### src/rtl/image_fitness_accumulator.sv
`default_nettype none
// ============================================================================
// image_fitness_accumulator: pipelined per-frame SAD against a target image,
// tracking the best (lowest) frame score.  Rev 1.0
// ============================================================================
module image_fitness_accumulator #(
  parameter int WidthAddressSize  = 8,
  parameter int HeightAddressSize = 8,
  parameter int Resolution        = 8,
  parameter int AccWidth          = WidthAddressSize + HeightAddressSize + Resolution + 2
) (
  input  logic                         clk,
  input  logic                         rst,
  input  logic                         start,
  input  logic                         pixelValid,
  input  logic [3*Resolution-1:0]      pixel,
  input  logic [HeightAddressSize-1:0] pixelLine,
  input  logic [WidthAddressSize-1:0]  pixelColumn,
  output logic                         targetRead,
  output logic [HeightAddressSize-1:0] targetLine,
  output logic [WidthAddressSize-1:0]  targetColumn,
  input  logic [3*Resolution-1:0]      targetPixel,
  input  logic                         clearBest,
  output logic [AccWidth-1:0]          fitness,
  output logic [AccWidth-1:0]          bestFitness,
  output logic                         busy,
  output logic                         done,
  output logic                         improved
);

  typedef enum logic [1:0] {
    IDLE  = 2'd0,
    ACCUM = 2'd1,
    DRAIN = 2'd2
  } state_t;

  state_t                  state;
  logic                    accept;
  logic                    last_coord;
  logic                    s1_valid;
  logic                    s1_last;
  logic [3*Resolution-1:0] s1_pixel;
  logic [Resolution-1:0]   chan_diff [3];
  logic [Resolution+1:0]   pixel_sad;
  logic [AccWidth-1:0]     fitness_next;
  logic [AccWidth-1:0]     best_ref;

  function automatic logic [Resolution-1:0] abs_diff(input logic [Resolution-1:0] a,
                                                     input logic [Resolution-1:0] b);
    return (a >= b) ? (a - b) : (b - a);
  endfunction

  assign accept       = pixelValid && (state == ACCUM) && !start;
  assign last_coord   = (&pixelLine) && (&pixelColumn);
  assign targetRead   = accept;
  assign targetLine   = pixelLine;
  assign targetColumn = pixelColumn;
  assign busy         = (state != IDLE);

  // Target data arrives one cycle after the read, lining up with stage 1.
  for (genvar ch = 0; ch < 3; ch++) begin : g_channel
    assign chan_diff[ch] = abs_diff(s1_pixel[ch*Resolution +: Resolution],
                                    targetPixel[ch*Resolution +: Resolution]);
  end

  assign pixel_sad    = {2'b00, chan_diff[0]} + {2'b00, chan_diff[1]} + {2'b00, chan_diff[2]};
  assign fitness_next = fitness + AccWidth'(pixel_sad);
  // A coincident clearBest must not hide an improvement from the finishing frame.
  assign best_ref     = clearBest ? '1 : bestFitness;

  always_ff @(posedge clk or posedge rst) begin
    if (rst) begin
      state       <= IDLE;
      fitness     <= '0;
      bestFitness <= '1;
      s1_valid    <= 1'b0;
      s1_last     <= 1'b0;
      s1_pixel    <= '0;
      done        <= 1'b0;
      improved    <= 1'b0;
    end else begin
      done     <= 1'b0;
      improved <= 1'b0;
      s1_valid <= accept;
      s1_last  <= accept && last_coord;
      if (accept) begin
        s1_pixel <= pixel;
      end
      if (clearBest) begin
        bestFitness <= '1;
      end
      if (start) begin
        state    <= ACCUM;
        fitness  <= '0;
        s1_valid <= 1'b0;
      end else begin
        if (s1_valid) begin
          fitness <= fitness_next;
        end
        if (s1_valid && s1_last) begin
          state <= IDLE;
          done  <= 1'b1;
          if (fitness_next < best_ref) begin
            bestFitness <= fitness_next;
            improved    <= 1'b1;
          end
        end else if (accept && last_coord) begin
          state <= DRAIN;
        end
      end
    end
  end

endmodule
`default_nettype wire

### config.mk
export PLATFORM = sky130hd
export DESIGN_NAME = image_fitness_accumulator
export DESIGN_NICKNAME = d
export VERILOG_FILES = /design/src/rtl/image_fitness_accumulator.sv
export SDC_FILE = /design/constraint.sdc
export NUM_CORES = 1
export LEC_CHECK = 0
export CORE_MARGIN = 3
export CORE_UTILIZATION = 25
export CTS_CLUSTER_DIAMETER = 50
export DETAILED_ROUTE_END_ITERATION = 6
export GPL_TIMING_DRIVEN = 0
export HOLD_SLACK_MARGIN = 0.12
export PLACE_DENSITY = 0.48
export SLEW_MARGIN = 25
export SYNTH_ARGS = -nofsm -noshare
export SYNTH_HDL_FRONTEND = slang
export SYNTH_SLANG_ARGS = --single-unit
### constraint.sdc
create_clock -name clk -period 15.9 [get_ports clk]
set_input_delay 1.59 -clock clk [delete_from_list [all_inputs] [get_ports clk]]
set_output_delay 1.59 -clock clk [all_outputs]
set_load 0.1 [all_outputs]
# == Word level (Yosys, flattened, before mapping) ==
# Index checks and enable logic that the tools add are counted.
# classes
muxes,18
n_addsub,9
n_eq_ne,1
reduce_logical,11
order_cmp,4
# ops
operator,count
$mux W26,6
$sub A8 B8 Y8,6
$add A26 B10 Y26,1
$lt A26 B26 Y1,1
$ge A8 B8 Y1,3
$mux W8,3
$reduce_and A8 Y1,2
$add A9 B8 Y10,1
$add A8 B8 Y9,1
$mux W1,6
$mux W2,3
$logic_and A1 B1 Y1,5
$reduce_bool A2 Y1,2
$reduce_bool A3 Y1,1
$eq A2 B1 Y1 const B,1
$logic_not A1 Y1,1
# totals
output_inout_bits,72
word_cells,51
reg_bits,82
input_bits,69

# == Longest topological paths before layout ==
# Gate-level depths: netlist of run 1.
# depth
word_depth,9
depth_mapped,34
ltp_nobuf,30

# == Least setup slack after synthesis of run 1 ==
# Ideal clock, no wire load.
# synth_timing
kind,input -> register
startpoint,input targetPixel[8]
endpoint,register bestFitness[15]
required_time_ps,15815
setup_slack_ps,7896
stages,30
setup_time_ps,85
path_buffers,3
arrival_ps,7919
cell_sequence,ha_1 > inv_1 > fa_1 > a21o_1 > a2111o_1 > a41oi_2 > nand2_4 > mux2_2 > fa_1 > inv_1 > fa_1 > inv_1 > ha_1 > inv_1 > fa_1 > inv_1 > a21o_1 > a221o_1 > a31o_2 > buf_2 > nand2_1 > xnor2_1 > ha_1 > a21o_1 > a21o_1 > a2111oi_0 > o2111a_1 > buf_4 > buf_8 > mux2_1
# synth_between
elab_chain_cells,9
elab_cells_between_ends,11
classes_between,5 x add/sub; 2 x order compare; 4 x mux
# synth_lines
item,line,rtl
start: declaration,22,"input logic [3*Resolution-1:0] targetPixel,"
$sub A8 B8 Y8 or $ge A8 B8 Y1 (tied branches),50,return (a >= b) ? (a - b) : (b - a);
$mux W8 *,50,
$add A8 B8 Y9 *,66,"assign pixel_sad = {2'b00, chan_diff[0]} + {2'b00, chan_diff[1]} + {2'b00, chan_diff[2]};"
$add A9 B8 Y10 *,66,
$add A26 B10 Y26 *,67,assign fitness_next = fitness + AccWidth'(pixel_sad);
$lt A26 B26 Y1,103,if (fitness_next < best_ref) begin
$mux W26 *,103,
$mux W26 *,100,if (s1_valid && s1_last) begin
$mux W26 *,92,if (start) begin
end signal: assignment,104,bestFitness <= fitness_next;
end: declaration,25,"output logic [AccWidth-1:0] bestFitness,"
# Every way passes the cells marked *; elsewhere a longest branch is shown, timed or not.
# A chain may end at the register's enable or synchronous reset.

# == Final worst setup path of run 1 ==
# layout_timing
startpoint,input targetPixel[16]
endpoint,register bestFitness[15]
# layout_between
elab_chain_cells,8
elab_cells_between_ends,10
classes_between,4 x add/sub; 2 x order compare; 4 x mux
# layout_lines
item,line
$sub A8 B8 Y8 or $ge A8 B8 Y1 (tied branches),50
$mux W8 *,50
$add A9 B8 Y10 *,66
$add A26 B10 Y26 *,67
$lt A26 B26 Y1,103
$mux W26 *,103
$mux W26 *,100
$mux W26 *,92
# Marks and branches as above.

==> flow_summary.ini, run 1 <==
[outcome]
outcome = complete, no violations

[clock_network]
worst_setup_hold_path_clk_slew_ps = 70
clock_sinks = 82
cts_inserted_buffers = 9
clock_path_buffers = 2
number_of_gates_resized_after_cts = 0
cts-hold-fix-buffers = 0
tritoncts = built
clock_latency_ps = 360
clock-root-buffer = clkbuf_16
htree_levels = 3
cts_post_setup_buffers_inserted = 0

[die]
design.core.area_um2 = 27900
dieWidth_um = 175
dieArea_um2 = 30500
chipHeight_um = 175
initial_core_util_pct = 25.4
design.portCount = 141
num_rows = 61

[detailed_routing]
routed-via-count = 5645
drtPass1Iterations = 4
routed_wirelength_um = 19400
drt-initial-drc-count = 222
vias_per_cell = 4.30
drt-wirelength-per-cell_um = 14.7
route.detailed.drc = 0
antenna_left = 0

[synthesis]
ys_async_sr_fraction_pct = 100
synth.cell_area_um2 = 7110
synth_warnings = 0
syn-mean-instance-area_um2 = 9.12
synth-seq-area-share_pct = 29.3
synth_ff_type = dfrtp_1
synth.ff_latch_count = 82
syn_inst = 779
synth_cell_types = 57
postSynthNetCount = 951
synth_enable_flop_cells = 0

[sta]
timing.clock.skew_ps = 10.4
relSlewSlack_pct = 29.2
setup_tns_ps = 0
drv_slew = 0
setup_repair_after_global_routing_missed_its_margin = no
clock.fmax_ghz = 0.110
tightestPinTransition_ps = 1060
hold_viol_final = 0
min_period_over_period_pct = 57.4
finalCriticalPeriod_ps = 9130
postLayoutSetupSlackWorst_ps = 6770
setup_viol = 0

[critical_path]
required_ps = 16180
critPathMaxFanout = 10
timing.critical_path.arrival_ps = 9400
end_kind = register
critical_path.reg2reg.startpoint = s1_pixel[16]$_DFFE_PP0P_
worstSetupStartpointType = input port
slowest_delay_ps = 560
setup.worst_path.class = input port to register
setup.worst_path.start = targetPixel[16]
reg2regPathDepth = 33
cp_slowest_cell = o21ai_1

[placement]
dp_slack_ps = 6370
detailedPlacementHpwl_um = 15600
gp_congestion = 0.822
placed_cells = 1298
port_buffers = 140

[power]
power.leakage_nw = 4.36
power-per-cell-area_nw_per_um2 = 162
ir_drop_mv = 0.124

[hold_path]
worst_hold_path.num_cells = 1
timing.hold.worst.start = s1_last$_DFF_PP0_
hold_path_class = register to register

[global_route]
global_route_wire_length_before_repair_um = 31100
grt_max_degree = 56
grt_overflow_total = 0
first_global_vias = 5749
grt_antenna_before_repair = 0
globalRouteTotalUtil_pct = 12.9

[flow_run]
maxCapViolations = 0

[layout]
final_net_count = 1103
layout.core_utilization_pct = 33.3
antennaDiodeCount = 0
area_growth_syn_to_layout_pct = 31.0
filler_cell_count = 3000
drive_above_1_share_pct = 12.0
final_cells = 1314
cell families (layout without fill, tap and decap cells):
group / count (synthesis) / after routing / synth area share, %
mux: 48 / 48 / 7.31
flops: 82 / 82 / 29.3
fa+ha+maj: 103 / 103 / 20.5
buf+inv: 161 / 318 / 9.93
compound gates: 147 / 147 / 13.4
xor+xnor: 57 / 57 / 7.03
simple gates: 181 / 181 / 12.5
synth_stat cells, drive strengths merged, types with 4 or more instances:
library cell | count | area [um^2]
o21a | 8 | 60.1
o21ai | 41 | 205
a21oi | 33 | 169
nand3 | 18 | 90.1
nor2 | 50 | 188
inv | 118 | 443
mux2i | 26 | 260
fa | 22 | 440
o211ai | 6 | 45.0
or2 | 18 | 113
dfstp | 26 | 683
dfrtp | 56 | 1400
a211oi | 7 | 52.6
ha | 81 | 1010
xnor2 | 31 | 272
nand4 | 15 | 93.8
mux2 | 22 | 259
a31oi | 8 | 50.1
a21o | 21 | 158
nand2b | 4 | 25.0
and3 | 8 | 50.1
clkbuf | 14 | 52.6
o31ai | 4 | 35.0
buf | 29 | 210
xor2 | 26 | 228
nand2 | 48 | 188
and4 | 6 | 53.8
cell usage in the layout, fill, tap and decap left out, types with 8 or more instances in the layout:
master,instances
or2_2,18
nand2_1,47
mux2i_1,26
ha_1,81
buf_4,18
dfrtp_1,56
and3_1,8
clkdlybuf4s50_1,140
a21o_1,21
a21oi_1,32
fa_1,22
clkbuf_1,14
inv_1,117
a31oi_1,8
nor2_1,50
nand4_1,15
o21ai_0,37
o21a_1,8
dfstp_2,26
nand3_1,18
mux2_2,12
xnor2_1,31
clkbuf_16,9
xor2_1,26
critical path, delay by kind of cell:
kind	cells	cell delay (ps)
muxes	1	330
and+or+nand+nor	3	370
buffers and inverters	8	1550
adders and majority gates	6	2260
AOI/OAI and AO/OA	13	2880
xor gates and xnor gates	2	370
where the power goes:
group / leakage (nW) / switching (mW) / internal (mW)
logic: 3.21 / 0.631 / 0.419
clock network: 0.139 / 0.104 / 0.111
registers: 1.01 / 0.0142 / 0.226
layer usage:
| layer | global-route usage [%] | vias up | part of all wire, % |
|---|---|---|---|
| met2 | 21.7 | 102 | 48 |
| li1 | - | 2906 | - |
| met3 | 2.35 | 10 | 3.9 |
| met1 | 17.2 | 2627 | 48 |
| met4 | 3.06 | 0 | 0.80 |
| met5 | 0 | - | 0 |
area by class of cell:
class,instances,area (um^2),area share [%]
Buffer,43,263,2.82
Clock buffer,9,225,2.42
Clock inverter,7,71.3,0.766
Inverter,118,448,4.81
Multi-Input combinational cell,536,4320,46.4
Sequential cell,82,2080,22.4
Tap cell,378,473,5.08
Timing Repair Buffer,141,1430,15.3
worst paths after layout:
check	slack, ps	to
worst max-delay path	6770	bestFitness[15]$_DFF_PP1_
worst min-delay path	460	state[1]$_DFFE_PP0P_
worst max register to register	8050	bestFitness[15]$_DFF_PP1_
worst min register to register	460	state[1]$_DFFE_PP0P_
max in group asynchronous	13700	bestFitness[1]$_DFF_PP1_
min in group asynchronous	1570	done$_DFF_PP0_
sequential cells by signal, summed over array words and instances (netlist names):
| name | flops |
|---|---|
| fitness | 26 |
| state | 2 |
| done | 1 |
| improved | 1 |
| s1_valid | 1 |
| s1_last | 1 |
| bestFitness | 26 |
| s1_pixel | 24 |
stage by stage:
step / total power [mW] / area, um^2 / hold WS [ps]
final: 1.50 / 9310 / 462
after global routing: 1.68 / 9310 / 507
after CTS: 1.53 / 9310 / 471
after detailed placement: 1.30 / 9010 / 461
after global placement: 1.30 / 8980 / 454
after floorplan: 1.06 / 7110 / 444
Note: power is estimated with default switching activity, not from simulation.
==> inputs of run 2 (changes only) <==
Clock period 15.9 ns to 8.5 ns, I/O delays scaled along.
==> run 2 against run 1 <==
Compared with the run above: sequential cell count is the same; cell area rose by 0.59%; highest routed layer unchanged; combinational power increased by 90%; die area is the same; sequential power rose by 87%; largest power group unchanged; clock skew about the same; final cell count rose by 0.15%.
==> flow_summary.ini, run 2 (synthesis results as in run 1) <==
[outcome]
outcome = complete, no violations

[power]
comb_power_share_pct = 70.1
cell_internal_pwr_mw = 1.42
seq_power_share_pct = 15.8
ir_drop_mv = 0.247
power-per-cell-area_nw_per_um2 = 304
power.leakage_nw = 4.37
p_switching_mw = 1.42
p_clk_share_pct = 14.2
swShare_pct = 50.0

[hold_path]
hold_path_class = register to register

[layout]
multi_input_comb_area_um2 = 4350
antennaDiodeCount = 0
filler_cell_count = 2990
drive_above_1_share_pct = 12.8
area_growth_syn_to_layout_pct = 31.8
final_net_count = 1105
final_common_cell = clkdlybuf4s50_1
final_cell_mix = clkdlybuf4s50_1, inv_1, ha_1
top_regs = bestFitness x26, fitness x26, s1_pixel x24
seqCellArea_um2 = 2080

[critical_path]
crit_end = bestFitness[22]$_DFF_PP1_
cp_slowest_cell = clkdlybuf4s50_1
setup.worst_path.class = input port to register
timing.critical_path.arrival_ps = 8340
worstSetupPathDepth = 31
end_kind = register
critical_path.reg2reg.startpoint = s1_pixel[8]$_DFFE_PP0P_
cell_class_contributing_the_biggest_share_of_worst_path_delay = compound AO/OA/AOI/OAI gates
setup.worst_path.start = targetPixel[8]
most_common_cell_on_crit_path = inv_1
worstSetupStartpointType = input port
required_ps = 8780
critical_path.n_buffers_inverters = 9
critical_path.reg2reg.endpoint = bestFitness[22]$_DFF_PP1_
slowest_delay_ps = 500
reg2regPathDepth = 31
regToRegSetupSlack_ps = 1010
critPathMaxFanout = 10

[die]
num_rows = 61
dieArea_um2 = 30500
design.portCount = 141
initial_core_util_pct = 25.4
design.core.area_um2 = 27900
dieWidth_um = 175
chipHeight_um = 175

[global_route]
grt_max_degree = 56
gr-usage-met1_pct = 17.2
grt.busiest_layer = met2
global_route_wire_length_before_repair_um = 31100
grt_use_met3_pct = 2.35
first_global_vias = 5749
grt_antenna_before_repair = 0
grt_overflow_total = 0
globalRouteTotalUtil_pct = 12.9
met2_usage_pct = 21.7

[placement]
gp_congestion = 0.822
port_buffers = 140
dp_slack_ps = -295
detailedPlacementHpwl_um = 15600

[clock_network]
worst_setup_hold_path_clk_slew_ps = 80
clock_path_buffers = 2
htree_levels = 3
clock_latency_ps = 360
clock-root-buffer = clkbuf_16
cts-hold-fix-buffers = 0
clock_sinks = 82
cts_inserted_buffers = 9
tritoncts = built

[flow_run]
maxCapViolations = 0

[sta]
finalCriticalPeriod_ps = 8050
timing.clock.skew_ps = 10.0
setup_repair_after_global_routing_missed_its_margin = no
min_period_over_period_pct = 94.7
clock.fmax_ghz = 0.124
tightestPinTransition_ps = 1060
setup_viol = 0
postLayoutSetupSlackWorst_ps = 448
worst_hold_slack_ps = 462
hold_viol_final = 0
drv_slew = 0
relSlewSlack_pct = 29.1

[detailed_routing]
vias_per_cell = 4.30
drt-wirelength-per-cell_um = 14.7
drt-initial-drc-count = 217
antenna_left = 0
drtPass1Iterations = 4
routed-via-count = 5660
route.detailed.drc = 0
routed_wirelength_um = 19400
[run 2: changes by cell type in the layout (fill, tap and decap cells not counted), sizes merged]
cell	delta
buf	+1
clkbuf	+1
[run 2: area by class of cell]
class                           instances  area share, %
Clock inverter                          7          0.762
Tap cell                              378           5.05
Clock buffer                            9           2.41
Buffer                                 43           2.83
Timing Repair Buffer                  143           15.4
Inverter                              118           4.78
Multi-Input combinational cell        536           46.5
Sequential cell                        82           22.3
[run 2: how the worst min path moves through the flow]
stage                     depth (start not counted)              start                    to  slack (ps)
after floorplan                                   1  s1_last$_DFF_PP0_  state[1]$_DFFE_PP0P_         440
after global placement                            1  s1_last$_DFF_PP0_  state[1]$_DFFE_PP0P_         450
after detailed placement                          1  s1_last$_DFF_PP0_  state[1]$_DFFE_PP0P_         460
after CTS                                         1  s1_last$_DFF_PP0_  state[1]$_DFFE_PP0P_         470
after global routing                              1  s1_last$_DFF_PP0_  state[1]$_DFFE_PP0P_         510
final                                             1  s1_last$_DFF_PP0_  state[1]$_DFFE_PP0P_         460
[run 2: power groups by stage]
| stage | logic (mW) | clock network, mW | registers, mW |
|---|---|---|---|
| 2_1_floorplan | 1.44 | 0 | 0.540 |
| 6_report | 1.99 | 0.403 | 0.448 |
| 3_5_place_dp | 1.98 | 0 | 0.456 |
| 5_1_grt | 2.28 | 0.434 | 0.454 |
| 4_1_cts | 2.00 | 0.424 | 0.449 |
| 3_3_place_gp | 1.98 | 0 | 0.455 |
[run 2: per-stage QoR]
step / util [%] / area (um^2) / total power [mW] / cells / TNS (ps)
3_3_place_gp: 32.1 / 8980 / 2.43 / 1297 / -6080
3_5_place_dp: 32.3 / 9010 / 2.44 / 1298 / -5160
5_1_grt: 33.5 / 9360 / 3.17 / 1316 / 0
4_1_cts: 33.3 / 9310 / 2.87 / 1314 / 0
2_1_floorplan: - / 7110 / 1.98 / 779 / 0
6_report: 33.5 / 9360 / 2.85 / 1316 / 0
[run 2: repair_timing]
action,in CTS,in global routing
buffers inserted,0,2
gates resized for setup,0,9
setup endpoints to repair,0,27
[run 2: metal layers]
layer / up-vias / wire [um] / part of all wire [%]
met5: - / 0 / 0
met4: 0 / 225 / 1.2
met1: 2644 / 9200 / 47
met3: 14 / 750 / 3.9
li1: 2904 / - / -
met2: 98 / 9200 / 47
==> inputs of run 3 (changes only) <==
Settings changed: CAP_MARGIN set to 15, CORE_UTILIZATION 25 to 35, PLACE_DENSITY 0.48 to 0.61.
==> run 3 against run 2 <==
Compared with the run above: first-iteration DRC count fell by 18%; final cell count decreased by 8.7%; critical path depth grew 1; worst setup slack improved by 21 ps; critical path type unchanged; non-clock buffer count fell by 2; sequential cell count unchanged; clock-buffer cell count unchanged; utilization increased by 13 points; total power shrank 0.46%; die area decreased by 28%.
==> flow_summary.ini, run 3 (synthesis results as in run 1) <==
[die]
dieWidth_um = 148
num_rows = 51
design.portCount = 141
dieArea_um2 = 22000
chipHeight_um = 148
design.core.area_um2 = 19700
initial_core_util_pct = 36.0

[global_route]
grt_overflow_total = 0
globalRouteTotalUtil_pct = 16.4
global_route_wire_length_before_repair_um = 28700
first_global_vias = 5691
grt_max_degree = 62
grt_antenna_before_repair = 0

[clock_network]
clock_path_buffers = 2
clock-root-buffer = clkbuf_16
cts_inserted_buffers = 9
cts_post_setup_buffers_inserted = 0
clock_sinks = 82
clock_latency_ps = 360
tritoncts = built
worst_setup_hold_path_clk_slew_ps = 60
htree_levels = 3

[detailed_routing]
routed-via-count = 5692
drt-initial-drc-count = 177
route.detailed.drc = 0
drtPass1Iterations = 5
routed_wirelength_um = 17600
vias_per_cell = 4.74
drt-wirelength-per-cell_um = 14.7
antenna_left = 0

[critical_path]
critical_path.reg2reg.startpoint = s1_pixel[8]$_DFFE_PP0P_
slowest_delay_ps = 550
critical_path.n_buffers_inverters = 7
regToRegSetupSlack_ps = 1020
setup.worst_path.class = input port to register
worstSetupStartpointType = input port
critPathMaxFanout = 10
required_ps = 8770
critical_path.reg2reg.endpoint = bestFitness[15]$_DFF_PP1_
timing.critical_path.arrival_ps = 8300
end_kind = register
cp_slowest_cell = clkdlybuf4s50_1
reg2regPathDepth = 33
cell_class_contributing_the_biggest_share_of_worst_path_delay = compound AO/OA/AOI/OAI gates

[sta]
worst_hold_slack_ps = 473
relSlewSlack_pct = 30.5
clock.fmax_ghz = 0.125
setup_viol = 0
finalCriticalPeriod_ps = 8030
min_period_over_period_pct = 94.5
timing.clock.skew_ps = 16.6
drv_slew = 0
tightestPinTransition_ps = 1040
hold_viol_final = 0

[flow_run]
maxCapViolations = 0

[layout]
final_cells = 1201
layout.core_utilization_pct = 46.6
finished_cell_area_um2 = 9200
drive_above_1_share_pct = 12.5
seqCellArea_um2 = 2080
final_net_count = 1103
final_common_cell = clkdlybuf4s50_1
final_cell_mix = clkdlybuf4s50_1, inv_1, ha_1
antennaDiodeCount = 0
multi_input_comb_area_um2 = 4350
top_regs = bestFitness x26, fitness x26, s1_pixel x24
area_growth_syn_to_layout_pct = 29.4
filler_cell_count = 1914

[placement]
placed_cells = 1185
port_buffers = 140
detailedPlacementHpwl_um = 14100
gp_congestion = 0.828
post_dp_cell_area_um2 = 8870

[hold_path]
worst_hold_path.num_cells = 1
timing.hold.worst.start = s1_last$_DFF_PP0_
hold_end = state[1]$_DFFE_PP0P_
hold_path_class = register to register

[outcome]
outcome = complete, no violations

[power]
power.leakage_nw = 4.36
ir_drop_mv = 0.290
power-per-cell-area_nw_per_um2 = 308
-- run 3: worst max path at each step --
stage                    start                         to  depth (start not counted)
2_1_floorplan   targetPixel[8]  bestFitness[15]$_DFF_PP1_                         30
3_3_place_gp   targetPixel[16]  bestFitness[22]$_DFF_PP1_                         33
3_5_place_dp   targetPixel[16]  bestFitness[22]$_DFF_PP1_                         33
4_1_cts        targetPixel[16]  bestFitness[15]$_DFF_PP1_                         33
5_1_grt         targetPixel[8]  bestFitness[15]$_DFF_PP1_                         33
6_report        targetPixel[9]  bestFitness[15]$_DFF_PP1_                         32
-- run 3: where the power goes --
part	total [mW]	internal, mW	leakage (nW)	switching (mW)
registers	0.450	0.422	1.01	0.0282
logic	1.99	0.794	3.22	1.19
clock network	0.395	0.206	0.141	0.189
total	2.83	1.42	4.36	1.41
-- run 3: what timing repair did --
item	CTS	global route
setup endpoints to repair	0	27
gates resized for setup	0	9
hold buffers	0	0
-- run 3: area by class of cell --
class / count / area share (%)
multi-input cells: 536 / 47.3
flip-flops and latches: 82 / 22.7
repair buffers: 141 / 15.5
inverters: 118 / 4.87
well taps: 265 / 3.61
plain buffers: 43 / 2.88
clock buffers: 9 / 2.45
clock inverters: 7 / 0.707
-- run 3: through the flow --
stage / worst slack (ps) / TNS, ps / power [mW]
2_1_floorplan: 1240 / 0 / 1.98
3_3_place_gp: -231 / -3470 / 2.39
3_5_place_dp: -219 / -3200 / 2.42
4_1_cts: 184 / 0 / 2.83
5_1_grt: -36.7 / -130 / 3.15
6_report: 469 / 0 / 2.83
-- run 3: routing by layer --
layer	wire, um	track usage (%)	up-vias
met5	0	0	-
met4	187	3.56	0
met3	728	3.75	13
met2	8400	27.3	134
met1	8290	21.8	2644
li1	-	-	2901
-- run 3: worst reg2reg max path: cells and delay by family, from the launching register on --
family	cells	cell delay (ps)
XOR/XNOR	2	320
AO/OA/AOI/OAI	12	2730
buffers and inverters	7	830
adder cells (fa/ha/maj)	6	2240
flip-flops	1	390
AND/OR/NAND/NOR	4	390
multiplexers	2	490
